<file path="src/rtl/line_buf_ctrl_1bit_pkg.sv">
// Shared types and constants for the 1-bit three-row line buffer controller.
package line_buf_ctrl_1bit_pkg;

    localparam int unsigned COL_W       = 11;
    localparam int unsigned ROW_W       = 12;
    localparam int unsigned FIFO_RD_LAT = 1;

    typedef enum logic [2:0] {
        StIdle,
        StFill0,
        StFill1,
        StRun,
        StDrain
    } state_e;

endpackage

</file>
<file path="src/rtl/line_buf_ctrl_1bit.sv">
// Controller for two external 1-bit line FIFOs producing a 3-row column tap
// (rows n-2, n-1, n) for binary raster images.
module line_buf_ctrl_1bit
    import line_buf_ctrl_1bit_pkg::*;
#(
    parameter int unsigned IMG_WIDTH  = 640,
    parameter int unsigned IMG_HEIGHT = 480
) (
    input  logic             clk,
    input  logic             rst,
    input  logic             sof,
    input  logic             pix_vld,
    input  logic             pix_data,
    output logic             f0_wr_en,
    output logic             f0_wr_data,
    output logic             f0_rd_en,
    input  logic             f0_rd_data,
    input  logic             f0_empty,
    input  logic             f0_full,
    output logic             f1_wr_en,
    output logic             f1_wr_data,
    output logic             f1_rd_en,
    input  logic             f1_rd_data,
    input  logic             f1_empty,
    input  logic             f1_full,
    output logic             tap_vld,
    output logic             tap_r0,
    output logic             tap_r1,
    output logic             tap_r2,
    output logic [COL_W-1:0] tap_col,
    output logic [ROW_W-1:0] tap_row,
    output logic             busy,
    output logic             err
);

    if (IMG_WIDTH < 3 || IMG_WIDTH > 2048 || IMG_HEIGHT < 3 || IMG_HEIGHT > 4095 ||
        FIFO_RD_LAT != 1) begin : g_param_check
        $error("line_buf_ctrl_1bit: unsupported parameterisation");
    end

    state_e           state_q, state_d;
    logic [COL_W-1:0] col_q, col_d;
    logic [ROW_W-1:0] row_q, row_d;
    logic             pend_q, pend_d;
    logic             err_q, err_d;

    // Stage 1: one entry per pixel that issued FIFO reads, resolved when rd_data lands.
    logic             s1_vld_q, s1_vld_d;
    logic             s1_run_q, s1_run_d;
    logic             s1_f0_ok_q, s1_f0_ok_d;
    logic             s1_ok_q, s1_ok_d;
    logic             s1_pix_q;
    logic [COL_W-1:0] s1_col_q;
    logic [ROW_W-1:0] s1_row_q;

    logic in_frame, accept, col_last, row_last, line_end, abort;
    logic need_wr0, need_rd0, need_rd1, need_wr1, drain;

    assign in_frame = (state_q == StFill0) || (state_q == StFill1) || (state_q == StRun);
    assign accept   = in_frame && pix_vld && !sof;
    assign abort    = in_frame && sof;
    assign col_last = (col_q == COL_W'(IMG_WIDTH - 1));
    assign row_last = (row_q == ROW_W'(IMG_HEIGHT - 1));
    assign line_end = accept && col_last;
    assign drain    = (state_q == StDrain);

    // State register
    always_ff @(posedge clk or posedge rst) begin
        if (rst) begin
            state_q <= StIdle;
        end else begin
            state_q <= state_d;
        end
    end

    // Next-state logic
    always_comb begin
        state_d = state_q;
        pend_d  = pend_q;
        case (state_q)
            StIdle: begin
                if (sof) state_d = StFill0;
            end
            StFill0, StFill1, StRun: begin
                if (abort) begin
                    state_d = StDrain;
                    pend_d  = 1'b1;
                end else if (line_end) begin
                    if (state_q == StFill0)      state_d = StFill1;
                    else if (state_q == StFill1) state_d = StRun;
                    else if (row_last)           state_d = StDrain;
                end
            end
            StDrain: begin
                if (sof) pend_d = 1'b1;
                // Wait for the last pixel's deferred FIFO 1 write before declaring empty.
                if (f0_empty && f1_empty && !s1_vld_q) begin
                    pend_d  = 1'b0;
                    state_d = (sof || pend_q) ? StFill0 : StIdle;
                end
            end
            default: state_d = StIdle;
        endcase
    end

    // Output logic
    always_comb begin
        need_wr0   = accept;
        need_rd0   = accept && (state_q == StFill1 || state_q == StRun);
        need_rd1   = accept && (state_q == StRun);
        need_wr1   = s1_vld_q && s1_f0_ok_q;

        f0_wr_en   = need_wr0 && !f0_full;
        f0_wr_data = f0_wr_en && pix_data;
        f0_rd_en   = (need_rd0 || drain) && !f0_empty;
        f1_rd_en   = (need_rd1 || drain) && !f1_empty;
        f1_wr_en   = need_wr1 && !f1_full;
        f1_wr_data = f1_wr_en && f0_rd_data;

        tap_vld    = s1_vld_q && s1_run_q && s1_ok_q;
        tap_r0     = tap_vld && f1_rd_data;
        tap_r1     = tap_vld && f0_rd_data;
        tap_r2     = tap_vld && s1_pix_q;
        tap_col    = s1_col_q;
        tap_row    = s1_row_q;

        busy       = (state_q != StIdle);
        err        = err_q;
        err_d      = err_q || abort ||
                     (need_wr0 && f0_full) || (need_wr1 && f1_full) ||
                     (need_rd0 && f0_empty) || (need_rd1 && f1_empty);
    end

    // Counters and stage-1 next state
    always_comb begin
        col_d      = col_q;
        row_d      = row_q;
        s1_vld_d   = need_rd0;
        s1_run_d   = (state_q == StRun);
        s1_f0_ok_d = !f0_empty;
        s1_ok_d    = !f0_empty && (!f1_empty || state_q != StRun);
        if (state_d == StFill0 && state_q != StFill0) begin
            col_d = '0;
            row_d = '0;
        end else if (accept) begin
            if (col_last) begin
                col_d = '0;
                row_d = row_q + ROW_W'(1);
            end else begin
                col_d = col_q + COL_W'(1);
            end
        end
    end

    always_ff @(posedge clk or posedge rst) begin
        if (rst) begin
            col_q      <= '0;
            row_q      <= '0;
            pend_q     <= 1'b0;
            err_q      <= 1'b0;
            s1_vld_q   <= 1'b0;
            s1_run_q   <= 1'b0;
            s1_f0_ok_q <= 1'b0;
            s1_ok_q    <= 1'b0;
            s1_pix_q   <= 1'b0;
            s1_col_q   <= '0;
            s1_row_q   <= '0;
        end else begin
            col_q      <= col_d;
            row_q      <= row_d;
            pend_q     <= pend_d;
            err_q      <= err_d;
            s1_vld_q   <= s1_vld_d;
            s1_run_q   <= s1_run_d;
            s1_f0_ok_q <= s1_f0_ok_d;
            s1_ok_q    <= s1_ok_d;
            if (accept) begin
                s1_pix_q <= pix_data;
                s1_col_q <= col_q;
                s1_row_q <= row_q;
            end
        end
    end

endmodule

</file>
<file path="config.mk">
export PLATFORM = sky130hd
export DESIGN_NAME = line_buf_ctrl_1bit
export DESIGN_NICKNAME = d
export VERILOG_FILES = /design/src/rtl/line_buf_ctrl_1bit_pkg.sv /design/src/rtl/line_buf_ctrl_1bit.sv
export SDC_FILE = /design/constraint.sdc
export NUM_CORES = 1
export LEC_CHECK = 0
export CORE_AREA = 2 2 108 110
export DETAILED_ROUTE_END_ITERATION = 16
export DIE_AREA = 0 0 110 112
export HOLD_SLACK_MARGIN = 0.03
export SLEW_MARGIN = 20
export SYNTH_ARGS = -nofsm -noshare
export SYNTH_HDL_FRONTEND = slang
export SYNTH_SLANG_ARGS = --single-unit
</file>
<file path="constraint.sdc">
create_clock -name clk -period 5.7 [get_ports clk]
set_clock_uncertainty 0.2 [all_clocks]
set_input_delay 0.855 -clock clk [delete_from_list [all_inputs] [get_ports clk]]
set_output_delay 0.855 -clock clk [all_outputs]
set_load 0.03 [all_outputs]
</file>
# Word-level counts from Yosys, hierarchy flattened
# Index checks and enable logic that the tools add are counted.
# word_totals
ff_bits	56
output_inout_bits	35
in_bits	11
# op_classes
n_mux	19
n_eq_ne	11
addsub	2
reduce_logical	52
# ops
cell	n
$mux W12	3
$mux W11	3
$logic_and A1 B1 Y1	26
$mux W3	7
$add A12 B1 Y12 const B	1
$eq A12 B9 Y1 const B	1
$logic_or A1 B1 Y1	12
$add A11 B1 Y11 const B	1
$eq A11 B10 Y1 const B	1
$pmux W3 S3	1
$eq A3 B1 Y1 const B	2
$eq A3 B2 Y1 const B	2
$logic_not A1 Y1	6
$ne A3 B2 Y1 const B	2
$reduce_bool A2 Y1	3
$mux W1	4
$eq A3 B3 Y1 const B	1
$logic_not A3 Y1	1
$ne A3 B1 Y1 const B	1
$reduce_and A3 Y1	1
$reduce_bool A3 Y1	1
$reduce_or A3 Y1	1
$ne A2 B2 Y1 const B	1
$pmux W1 S2	1
$reduce_and A2 Y1	1

# Depth between registers and ports, before layout
# Gate-level depths: netlist (run 1).
# depth
word_depth	13
ltp_mapped	7
depth_no_buf	5

# Worst setup path after synthesis (run 1)
# No wires, ideal clock.
# synth_timing
kind	input to output
from	input sof
to	output f0_wr_data
required_ns	4.645
path_slack_ns	2.221
cell_stages	5
n_path_buf	1
t_arrival_ns	2.424
path_cell_list	nor3b_2 > nand2_1 > clkbuf_1 > nor2_1 > and2_1
# synth_between
elab_chain_len	4
# synth_lines
item	line_no	source
start, declared	line_buf_ctrl_1bit.sv:11	input logic sof,
$logic_not A1 Y1	line_buf_ctrl_1bit.sv:60	assign accept = in_frame && pix_vld && !sof;
$logic_and A1 B1 Y1	line_buf_ctrl_1bit.sv:60	
$logic_and A1 B1 Y1	line_buf_ctrl_1bit.sv:113	f0_wr_en = need_wr0 && !f0_full;
via f0_wr_en	line_buf_ctrl_1bit.sv:14	output logic f0_wr_en,
$logic_and A1 B1 Y1	line_buf_ctrl_1bit.sv:114	f0_wr_data = f0_wr_en && pix_data;
end, declared	line_buf_ctrl_1bit.sv:15	output logic f0_wr_data,
# The timed path passes the listed nets, and every way through them passes these cells.

# Final worst setup path (run 1)
# layout_timing
from	input sof
to	output f1_rd_en
# layout_between
elab_chain_len	5
# layout_lines
item	line_no	source
$logic_not A1 Y1	line_buf_ctrl_1bit.sv:60	
$logic_and A1 B1 Y1	line_buf_ctrl_1bit.sv:60	
$logic_and A1 B1 Y1	line_buf_ctrl_1bit.sv:110	need_rd1 = accept && (state_q == StRun);
$logic_or A1 B1 Y1	line_buf_ctrl_1bit.sv:116	f1_rd_en = (need_rd1 || drain) && !f1_empty;
$logic_and A1 B1 Y1	line_buf_ctrl_1bit.sv:116	
end, declared	line_buf_ctrl_1bit.sv:22	output logic f1_rd_en,
# Every way passes these cells.

==> reports/qor.yml, run 1 <==
placed_design:
  io_buffers: 45
  dpl.cell_count: 479
  place.gp.congestion: 0.8110
  hpwl_um: 4290
  placed_area_um2: 3307
clock_network:
  ctsHtreeMaxLevel: 2
  cts-root-buf: "clkbuf_16"
  cts_max_path_buffers: 2
  path_clk_slew_ps: 80
  cts_hold_buffers: 0
  cts_setup_buffers: 0
  cts_tree: "built"
  cts_sinks: 56
  cts_resized: 0
  cts_buffers: 5
  insertion_delay_ps: 300
final_layout:
  fin_area_um2: 3460
  layout_common_cells: "nand2_1 (92), dfrtp_1 (56), clkdlybuf4s50_1 (45)"
  antenna_cells: 0
  layoutNonFillerInstCount: 487
  drive_above_1_share_pct: 6.395
  area_growth_pct: 26.72
  final_common_cell: "nand2_1"
  nets: 356
global_routing:
  overflow: 0
  grt_pass1_wl_um: 10710
  grt_max_degree: 57
  grt_usage_pct: 10.95
  grt_pass1_vias: 2182
  grt_antenna_before_repair: 0
timing:
  min_period_over_period_pct: 76.21
  hold_violations: 0
  setup_viol: 0
  period_minus_slack_ps: 4344
  totalNegativeSetupSlack_ps: 0
  holdWs_ps: 273.4
  relSlewSlack_pct: 51.94
  rsz0062_at_grt: "no"
  slew_violations: 0
  max_clock_freq_ghz: 0.2302
  tightest_slew_ps: 720.9
synthesis:
  synth_compound_area_share_pct: 11.46
  synth_mux_area_share_pct: 1.467
  synth-simple-area-share_pct: 30.06
  synthFlopType: "dfrtp_1"
  synth-edff-count: 0
  synth_nets: 316
  syn_area_per_cell_um2: 9.010
  synth_top_area_share_pct: 51.33
  synth_top_family_by_area: "simple AND/OR/NAND/NOR gates"
  synth.distinct_cells: 47
  yosys_warnings: 0
  ys_ff_latch: 56
  synthAdderAreaFrac_pct: 0.9166
  synthXorXnorAreaFrac_pct: 0.6416
  synth.area.top_cells: "dfrtp_1 (51%), nand2_1 (13%), a21oi_1 (3.3%)"
  synth_top_cell_by_area: "dfrtp_1"
  post_synth_instance_area_um2: 2730
  synthCells: 303
  yosysSeqAreaShare_pct: 51.33
  synthArstFlopShare_pct: 100.0
routing:
  drt-initial-drc-count: 161
  routed_wl_um: 6494
  via_count: 2290
  wl_met2_um: 2952
  routed_via_density: 4.702
  m1WireLength_um: 3125
  drt_pass1_iterations: 4
  routedWlPerCell_um: 13.33
  ant_nets: 0
  dr_wl_met3_um: 377
  routed.top_layer: "met4"
  drc: 0
worst_setup_path:
  required_ps: 4640
  startpoint_type: "input pin"
  path_cells: "clkdlybuf4s50_1 -> nor3b_2 -> and2_1 -> buf_4 -> nand2_1 -> a21oi_1 -> clkdlybuf4s50_1"
  cp_common_cell: "clkdlybuf4s50_1"
  arrival_ps: 3290
  crit_path_max_incr_delay_ps: 680
  crit_fanout: 29
  crit_slowest_cell: "clkdlybuf4s50_1"
  crit_type: "in2out"
  crit_path_end_kind: "primary output"
status:
  status: "complete, no violations"
die:
  row_count: 39
  die_h_um: 112
  die-area_um2: 12320
  die_w_um: 110
  initial_core_util_pct: 24.43
  io_pins: 46
  coreArea_um2: 11170
power:
  p_leak_nw: 1.510
  vdd_drop_max_mv: 0.1166
  power_mw: 0.9985
  powerDensity_nw_per_um2: 288.6
min_path:
  hp-class: "reg2reg"
flow_run:
  drv_cap: 0
-- through the flow --
stage               utilization (%)  setup WS [ps]
floorplan                         -           2221
detailed placement            29.59           1343
global placement              29.59           1390
CTS                           30.96           1332
global route                  30.96           1218
finish                        30.96           1356
-- cell families after synthesis --
kind of cell             after synthesis
AND/OR/NAND/NOR                      167
flip-flops                            56
XOR/XNOR                               2
buffers and inverters                 24
adder cells (fa/ha/maj)                2
multiplexers                           4
AO/OA/AOI/OAI                         48
-- area by class of cell --
type	instances	area, µm²
clock buffers	5	125.1
clock inverters	3	27.53
fillers	1173	7715
inverters	8	30.03
multi-input cells	223	1216
flip-flops and latches	56	1401
well taps	143	178.9
repair buffers	49	480.5
-- path summary, 6_finish.rpt --
kind,slack (ps),from,cells after the start,end
setup / recovery,1360,sof,7,f1_rd_en
hold / removal,270,tap_row[4]$_DFFE_PP0N_,2,tap_row[4]$_DFFE_PP0N_
setup reg to reg,2980,state_q[2]$_DFF_PP0_,4,row_q[3]$_DFFE_PP0P_
hold reg to reg,270,tap_row[4]$_DFFE_PP0N_,2,tap_row[4]$_DFFE_PP0N_
max in group asynchronous,3940,rst,3,col_q[5]$_DFFE_PP0P_
min in group asynchronous,860,rst,3,row_q[10]$_DFFE_PP0P_
-- synth_stat cells (all sizes together), types with 2 or more instances --
library cell,number
dfrtp,56
a21oi,18
inv,8
and3,6
nor4,2
nand2,92
xor2,2
mux2i,4
o311ai,3
or4,6
a211oi,2
and2,8
a31oi,2
nor2,10
nand3,13
ha,2
or3,7
buf,5
nand4,8
o31ai,4
nand2b,5
o21ai,8
a311oi,2
o41ai,3
clkbuf,11
and4,3
-- where the power goes --
group          switching (mW)  internal, mW
clock                   0.153         0.167
combinational           0.152        0.0748
sequential             0.0309         0.421
-- state kept, by name, summed over array words and instances, names as in the netlist --
| register | cells |
|---|---|
| row_q | 12 |
| tap_row | 12 |
| col_q | 11 |
| tap_col | 11 |
| state_q | 3 |
| err | 1 |
| pend_q | 1 |
| s1_f0_ok_q | 1 |
| s1_ok_q | 1 |
| s1_pix_q | 1 |
| s1_run_q | 1 |
| s1_vld_q | 1 |
-- critical path, delay by kind of cell --
kind	cells	cell delay, ps
and+or+nand+nor	3	800
AOI/OAI and AO/OA	1	160
buffers and inverters	3	1470
-- routing by layer --
layer	global-route usage [%]	vias up
met5	0	-
met4	3.038	0
met3	2.869	2
met2	17.06	51
met1	14.95	1094
li1	-	1143
Power figures use the tool's default switching activity.
==> run 2: changes to the inputs <==
- clock period: 5.7 -> 3.7 ns (I/O delays scaled with it)
==> run 2 against run 1 <==
Net effect:
- global-route usage is 0.32 points higher
- non-clock buffer count up 2
- wire length barely moved
- critical endpoint is now f0_rd_en
- flip-flop and latch count is the same
- critical path depth shrank 1
==> reports/qor.yml, run 2 (same netlist as run 1, synthesis figures left out) <==
timing:
  totalNegativeSetupSlack_ps: 0  # unchanged
  tightest_slew_ps: 705.4  # -15.48 ps
  min_period_over_period_pct: 83.90
  max_clock_freq_ghz: 0.3221
  rsz0062_at_grt: "no"
  hold_violations: 0  # unchanged
  setup_viol: 0  # unchanged
  period_minus_slack_ps: 3104
  relSlewSlack_pct: 52.97  # +1.0 points
  slew_violations: 0  # unchanged
die:
  die-area_um2: 12320  # unchanged
  io_pins: 46  # unchanged
  initial_core_util_pct: 24.43  # unchanged
  die_h_um: 112  # unchanged
  coreArea_um2: 11170  # unchanged
  die_w_um: 110  # unchanged
  row_count: 39  # unchanged
min_path:
  hp-class: "reg2reg"
  whs_endpoint: "tap_row[3]$_DFFE_PP0N_"
  whs_path_depth: 2  # unchanged
  min_from: "tap_row[3]$_DFFE_PP0N_"
routing:
  drc: 0  # unchanged
  drt_pass1_iterations: 5  # +1
  routed_wl_um: 6499  # about the same
  routed_via_density: 4.724  # +0.46%
  ant_nets: 0  # unchanged
  drt-initial-drc-count: 134  # -17%
  via_count: 2310  # +0.87%
  routedWlPerCell_um: 13.29  # -0.33%
clock_network:
  cts_max_path_buffers: 2  # unchanged
  cts_setup_buffers: 0  # unchanged
  cts_hold_buffers: 0  # unchanged
  cts_sinks: 56  # unchanged
  path_clk_slew_ps: 80  # about the same
  cts_buffers: 5  # unchanged
  cts-root-buf: "clkbuf_16"
  cts_resized: 0  # unchanged
  ctsHtreeMaxLevel: 2  # unchanged
  insertion_delay_ps: 290  # about the same
  cts_tree: "built"
placed_design:
  io_buffers: 45  # unchanged
  hpwl_um: 4367  # +1.8%
  place.gp.congestion: 0.8601  # +6.1%
  placed_area_um2: 3314  # +0.23%
global_routing:
  grt_usage_pct: 11.27  # +0.32 points
  grt_pass1_vias: 2212  # +1.4%
  grt_antenna_before_repair: 0  # unchanged
  grt_pass1_wl_um: 11010  # +2.8%
  overflow: 0  # unchanged
  grt_max_degree: 57  # unchanged
final_layout:
  nets: 358  # +0.56%
  fillers: 1171  # -0.17%
  final_core_util_pct: 30.97  # about the same
  layout_common_cells: "nand2_1 (92), dfrtp_1 (56), clkdlybuf4s50_1 (42)"
  drive_above_1_share_pct: 7.803  # +1.4 points
  fin_area_um2: 3461  # about the same
  area_growth_pct: 26.76  # about the same
  final_common_cell: "nand2_1"
  antenna_cells: 0  # unchanged
flow_run:
  drv_cap: 0  # unchanged
worst_setup_path:
  ff2ff_setup_slack_ps: 1200  # -1780 ps
  crit_path_end_kind: "primary output"
  startpoint_type: "input pin"
  rr_startpoint: "col_q[7]$_DFFE_PP0P_"
  arrival_ps: 2350  # -940 ps
  crit_fanout: 8  # -72%
  reg2reg_to: "row_q[4]$_DFFE_PP0P_"
  crit_type: "in2out"
  reg2regPathDepth: 4  # unchanged
  required_ps: 2940  # -1700 ps
power:
  powerDensity_nw_per_um2: 440.1  # +52%
  power_mw: 1.523  # +53%
  vdd_drop_max_mv: 0.1954  # +68%
  p_leak_nw: 1.524  # +0.90%
status:
  status: "complete, no violations"
-- run 2: worst max-delay path: stages --
cell,delay (ps)
clkdlybuf4s50_1,490
nor3b_2,210
buf_4,170
nand2_1,90
a21oi_1,140
clkdlybuf4s50_1,680
-- run 2: cell type report --
| type | instances | area [µm²] | area share [%] |
|---|---|---|---|
| flip-flops and latches | 56 | 1401 | 40.49 |
| multi-input cells | 223 | 1216 | 35.14 |
| repair buffers | 51 | 488.0 | 14.10 |
| well taps | 143 | 178.9 | 5.170 |
| clock buffers | 5 | 125.1 | 3.615 |
| inverters | 8 | 30.03 | 0.8677 |
| clock inverters | 3 | 21.27 | 0.6146 |
-- run 2: worst max-delay path by stage --
stage                     startpoint  slack [ps]  cells past startpoint         end
after global placement           sof         640                      6    f0_rd_en
after floorplan                  sof         820                      5  f0_wr_data
final                            sof         600                      6    f0_rd_en
after global routing             sof         490                      6    f0_rd_en
after CTS                        sof         590                      6    f0_rd_en
after detailed placement         sof         590                      6    f0_rd_en
-- run 2: power breakdown --
part	switching, mW	internal (mW)	total (mW)
logic	0.237	0.115	0.353
clock network	0.221	0.253	0.474
registers	0.0485	0.648	0.697
-- run 2: per-layer routing --
metal | vias to the layer above | global-route usage [%] | wire (µm)
li1 | 1141 | - | -
met1 | 1106 | 15.14 | 3033
met5 | - | 0 | 0
met4 | 0 | 3.966 | 81
met3 | 5 | 2.869 | 445
met2 | 58 | 17.46 | 2937
-- run 2: metrics by stage --
step                      hold WS (ps)  std cells  worst slack [ps]
after floorplan                  237.4        303             821.0
after global placement           256.2        481             635.7
after detailed placement         263.1        481             594.8
after CTS                        280.5        489             590.2
after global routing             310.2        489             488.6
final                            275.2        489             595.7
